<file path="config.mk">
export PLATFORM = sky130hd
export DESIGN_NAME = stream_uart_tx
export DESIGN_NICKNAME = d
export VERILOG_FILES = /design/src/rtl/uart_pkg.sv /design/src/rtl/stream_uart_tx.sv
export SDC_FILE = /design/constraint.sdc
export NUM_CORES = 1
export LEC_CHECK = 0
export BUFFER_PORTS_ARGS = -buffer_cell sky130_fd_sc_hd__buf_2
export CAP_MARGIN = 30
export CORE_ASPECT_RATIO = 1.2
export CORE_MARGIN = 2
export CORE_UTILIZATION = 60
export DETAILED_ROUTE_END_ITERATION = 6
export PLACE_DENSITY = 0.8
export RECOVER_POWER = 100
export SYNTH_ARGS = -nofsm -noshare
export SYNTH_HDL_FRONTEND = slang
export SYNTH_SLANG_ARGS = --single-unit
</file>
<file path="constraint.sdc">
create_clock -name i_clk -period 5.5 [get_ports i_clk]
set_clock_uncertainty 0.05 [all_clocks]
set_input_delay 0.825 -clock i_clk [delete_from_list [all_inputs] [get_ports i_clk]]
set_output_delay 0.825 -clock i_clk [all_outputs]
set_load 0.05 [all_outputs]
</file>
<file path="src/rtl/uart_pkg.sv">
// Shared UART framing definitions: FSM state encoding, line levels and the parity helper.
package uart_pkg;

    localparam int   DATA_BITS = 8;
    localparam logic START_LVL = 1'b0;
    localparam logic STOP_LVL  = 1'b1;

    typedef enum logic [2:0] {
        IDLE,
        START,
        DATA,
        PARITY,
        STOP
    } state_t;

    function automatic logic frame_parity(input logic [DATA_BITS-1:0] byte_val, input logic odd);
        return (^byte_val) ^ odd;
    endfunction

endpackage

</file>
<file path="src/rtl/stream_uart_tx.sv">
// Stream-to-UART serializer. The start bit drives out one cycle after a transfer, and each bit lasts CLKS_PER_BAUD cycles.
// A one-entry hold register absorbs the next byte; o_ready = !hold_full, so the stream stalls while a byte waits.
module stream_uart_tx
    import uart_pkg::*;
#(
    parameter int CLKS_PER_BAUD = 868,
    parameter int OPT_PARITY    = 0,
    parameter int OPT_ODD       = 0,
    parameter int OPT_TWO_STOP  = 0
) (
    input  logic       i_clk,
    input  logic       i_reset_n,
    input  logic       i_valid,
    output logic       o_ready,
    input  logic [7:0] i_data,
    output logic       o_txd,
    output logic       o_busy
);

    if (CLKS_PER_BAUD < 2 || CLKS_PER_BAUD > 65535) begin : g_bad_baud
        $error("stream_uart_tx: CLKS_PER_BAUD must be within 2..65535");
    end

    localparam int             CW     = $clog2(CLKS_PER_BAUD);
    localparam logic [CW-1:0]  RELOAD = CW'(CLKS_PER_BAUD - 1);

    state_t        state, state_nxt;
    logic [CW-1:0] cnt, cnt_nxt;
    logic [2:0]    bit_idx, bit_idx_nxt;
    logic [7:0]    shift, shift_nxt;
    logic [7:0]    hold, hold_nxt;
    logic          hold_full, hold_full_nxt;
    logic          par, par_nxt;
    logic          txd, txd_nxt;

    logic          xfer;
    logic          last_stop;
    logic          load_req;
    logic [7:0]    load_val;

    assign xfer      = i_valid && !hold_full;
    assign last_stop = (OPT_TWO_STOP == 0) || (bit_idx == 3'd1);

    always_comb begin
        state_nxt     = state;
        cnt_nxt       = cnt;
        bit_idx_nxt   = bit_idx;
        shift_nxt     = shift;
        hold_nxt      = hold;
        hold_full_nxt = hold_full;
        par_nxt       = par;
        txd_nxt       = txd;
        load_req      = 1'b0;
        load_val      = 8'h00;

        if (state == IDLE) begin
            txd_nxt = STOP_LVL;
            if (xfer) begin
                load_req = 1'b1;
                load_val = i_data;
            end
        end else begin
            if (xfer) begin
                hold_nxt      = i_data;
                hold_full_nxt = 1'b1;
            end
            if (cnt != '0) begin
                cnt_nxt = cnt - 1'b1;
            end else begin
                cnt_nxt = RELOAD;
                case (state)
                    START: begin
                        state_nxt   = DATA;
                        bit_idx_nxt = 3'd0;
                        txd_nxt     = shift[0];
                    end
                    DATA: begin
                        bit_idx_nxt = bit_idx + 3'd1;
                        if (bit_idx == 3'(DATA_BITS - 1)) begin
                            if (OPT_PARITY != 0) begin
                                state_nxt = PARITY;
                                txd_nxt   = par;
                            end else begin
                                state_nxt = STOP;
                                txd_nxt   = STOP_LVL;
                            end
                        end else begin
                            shift_nxt = {1'b0, shift[7:1]};
                            txd_nxt   = shift[1];
                        end
                    end
                    PARITY: begin
                        state_nxt = STOP;
                        txd_nxt   = STOP_LVL;
                    end
                    STOP: begin
                        if (!last_stop) begin
                            bit_idx_nxt = 3'd1;
                            txd_nxt     = STOP_LVL;
                        end else begin
                            bit_idx_nxt = 3'd0;
                            // Held byte wins; a fresh byte can only arrive here when hold is empty.
                            if (hold_full) begin
                                load_req      = 1'b1;
                                load_val      = hold;
                                hold_full_nxt = 1'b0;
                            end else if (xfer) begin
                                load_req      = 1'b1;
                                load_val      = i_data;
                                hold_full_nxt = 1'b0;
                            end else begin
                                state_nxt = IDLE;
                                txd_nxt   = STOP_LVL;
                                cnt_nxt   = '0;
                            end
                        end
                    end
                    default: begin
                        state_nxt = IDLE;
                        txd_nxt   = STOP_LVL;
                        cnt_nxt   = '0;
                    end
                endcase
            end
        end

        if (load_req) begin
            shift_nxt = load_val;
            par_nxt   = frame_parity(load_val, OPT_ODD != 0);
            state_nxt = START;
            txd_nxt   = START_LVL;
            cnt_nxt   = RELOAD;
        end
    end

    always_ff @(posedge i_clk or negedge i_reset_n) begin
        if (!i_reset_n) begin
            state     <= IDLE;
            cnt       <= '0;
            bit_idx   <= 3'd0;
            shift     <= 8'h00;
            hold      <= 8'h00;
            hold_full <= 1'b0;
            par       <= 1'b0;
            txd       <= STOP_LVL;
        end else begin
            state     <= state_nxt;
            cnt       <= cnt_nxt;
            bit_idx   <= bit_idx_nxt;
            shift     <= shift_nxt;
            hold      <= hold_nxt;
            hold_full <= hold_full_nxt;
            par       <= par_nxt;
            txd       <= txd_nxt;
        end
    end

    assign o_txd   = txd;
    assign o_ready = !hold_full;
    assign o_busy  = (state != IDLE) || hold_full;

endmodule
</file>
==> impl_metrics.json <==
{
  "outcome": "finished, violations left",
  "violations": "max-capacitance violations, max-slew violations",
  "final_cell_mix": "dfrtp_1 (33), nand2_1 (16), nor2_1 (13), inv_1 (10)",
  "numCtsBuffers": 5,
  "nFillCells": 240,
  "worstMarginPinSlew_ps": 1800,
  "endpoint_kind": "flop",
  "synth_top_flop_cell": "dfrtp_1",
  "start_util": 0.617,
  "nets": 205,
  "pwr_density_cell_nw_per_um2": 260,
  "fmax_mhz": 277,
  "slew_violations": 35,
  "drt-pass1-iter-count": 4,
  "crit_required_ps": 5700,
  "io_pins": 14,
  "setup_viol": 0,
  "grt_setup_unrepaired": "no",
  "postSynthNetCount": 191,
  "yosys_warnings": 0,
  "netlist_area_sq_um": 1870,
  "hold_path.startpoint": "bit_idx[2]",
  "hold_class": "reg -> reg",
  "regToRegStartpoint": "state[2]",
  "overflow": 0,
  "grt_max_degree": 35,
  "finish.utilization": 0.662,
  "final.period_utilization": 0.657,
  "cp.arrival_ps": 3810,
  "routed_wl_mm": 3.86,
  "layout-drive-gt1-share": 0.188,
  "clock_path_buffers": 2,
  "p_leak_nw": 0.891,
  "holdBufCountCts": 0,
  "die_w_um": 55.0,
  "cts.repair.resized": 0,
  "cts_tree": "yes",
  "fp.dieH_um": 65.1,
  "max_stage_delay_ps": 970,
  "clockRootBuffer": "clkbuf_4",
  "track_usage": 0.262,
  "ys_async_sr_fraction": 1.00,
  "setup_slack_ps": 1890,
  "ir_drop_mv": 0.228,
  "drc": 0,
  "io_buffers": 13,
  "syn_area_per_cell_sq_um": 10.6,
  "path_cells": "nor3_1, nand2_1, a21boi_0, a31oi_1, a22o_1",
  "min_period_ps": 3610,
  "hold_depth": 1,
  "startpoint_type": "flop",
  "max-slew-margin-rel": -0.202,
  "area_growth_pct": 7.16,
  "ys_types": 48,
  "gp_congestion": 0.804,
  "synth_edf_count": 0,
  "ys_ff_latch": 34,
  "cp-startpoint": "state[2]",
  "path_clk_slew_ps": 110,
  "hpwl_mm": 2.74,
  "cpMaxStageDelayCell": "a21boi_0",
  "antenna_left": 0,
  "wl_per_cell_um": 16.9,
  "postCtsSetupBuffers": 0,
  "first_iter_violations": 73,
  "htree_levels": 2,
  "grt_pass1_wl_mm": 6.60,
  "r2r_cells": 5,
  "coreArea_sq_um": 3030,
  "worstPathMaxFanout": 11,
  "rows": 22,
  "routed_via_density": 6.27,
  "grt_pass1_vias": 1455,
  "fin_tns_setup_ps": 0,
  "final_common_cell": "dfrtp_1",
  "vias": 1429,
  "fp.dieArea_sq_um": 3580,
  "antenna_cells": 0,
  "post-place-ws_ps": 2760,
  "synthCells": 177,
  "antenna_found_initial": 0,
  "clock-sinks": 34,
  "hold_violations": 0,
  "cap_violations": 1,
  "ys_seq_area_frac": 0.456,
  "path_class": "reg -> reg",
  "clk_latency_ps": 350
}
==> flip-flops by register name, summed over array words and instances, names as in the netlist <==
| name | count |
|---|---|
| o_txd | 1 |
| cnt | 10 |
| hold_full | 1 |
| shift | 8 |
| hold | 8 |
| bit_idx | 3 |
| state | 3 |
==> metal layers <==
metal	global-route usage	routed length [um]
met1	0.315	1630
met2	0.432	1990
met3	0.0682	166
met4	0.110	78
met5	0	0
==> final cells by class <==
cell class,count,area [sq um],share of cell area
clock buffer,6,51.3,0.0256
clock inverter,2,60.1,0.0300
inverter,11,41.3,0.0206
multi-input combinational,126,893,0.446
sequential,34,852,0.425
tap,36,45.0,0.0225
timing repair buffer,13,60.1,0.0300
==> cell families (layout without fill, tap and decap cells) <==
logic type	after synthesis	count (layout)	synth area share
adder cells (fa/ha/maj)	3	3	0.0201
flip-flops	34	34	0.456
AND/OR/NAND/NOR	64	64	0.194
buffers and inverters	17	32	0.0442
multiplexers	16	16	0.0917
AO/OA/AOI/OAI	40	40	0.180
XOR/XNOR	3	3	0.0141
==> per-stage QoR <==
stage / instances / cell area [sq um] / hold WS [ps] / total power [mW]
2_1_floorplan: 177 / 1870 / 424 / 0.273
3_3_place_gp: 220 / 1940 / 444 / 0.283
3_5_place_dp: 220 / 1940 / 451 / 0.284
4_1_cts: 228 / 2050 / 478 / 0.525
5_1_grt: 228 / 2000 / 498 / 0.538
6_report: 228 / 2000 / 474 / 0.521
==> worst max-delay path: cells and delay by family, from the launching register on <==
family	cells	cell delay, ps
compound gates	3	1940
flops	1	530
simple gates	2	990
==> power breakdown <==
part	internal (mW)	switching, mW	total, mW
Clock	0.154	0.0875	0.242
Sequential	0.258	0.00489	0.263
Combinational	0.00815	0.00831	0.0165
Total	0.420	0.101	0.521
==> synth_stat cells, types with 3 or more instances <==
cell      number  share of area
ha_1           3          0.020
dfrtp_1       33           0.44
nand2b_1       3          0.010
nand2_1       16          0.032
nor3_1         5          0.013
buf_2          3         0.0080
or3_1          9          0.030
a22o_1         4          0.019
o221ai_1       7          0.033
o21ai_1        3         0.0080
mux2i_1        7          0.037
xor2_1         3          0.014
mux2_2         9          0.054
a21oi_1        8          0.021
nor2_1        13          0.026
nand3_1        4          0.011
inv_1         10          0.020
==> worst paths after layout <==
kind / endpoint / slack [ps]
worst max register to register: shift[7] / 1890
worst max-delay path: shift[7] / 1890
worst min register to register: bit_idx[2] / 470
worst min-delay path: bit_idx[2] / 470
max in group asynchronous: bit_idx[1] / 3450
min in group asynchronous: cnt[0] / 890
No activity file was read; power rests on OpenSTA's default activity.
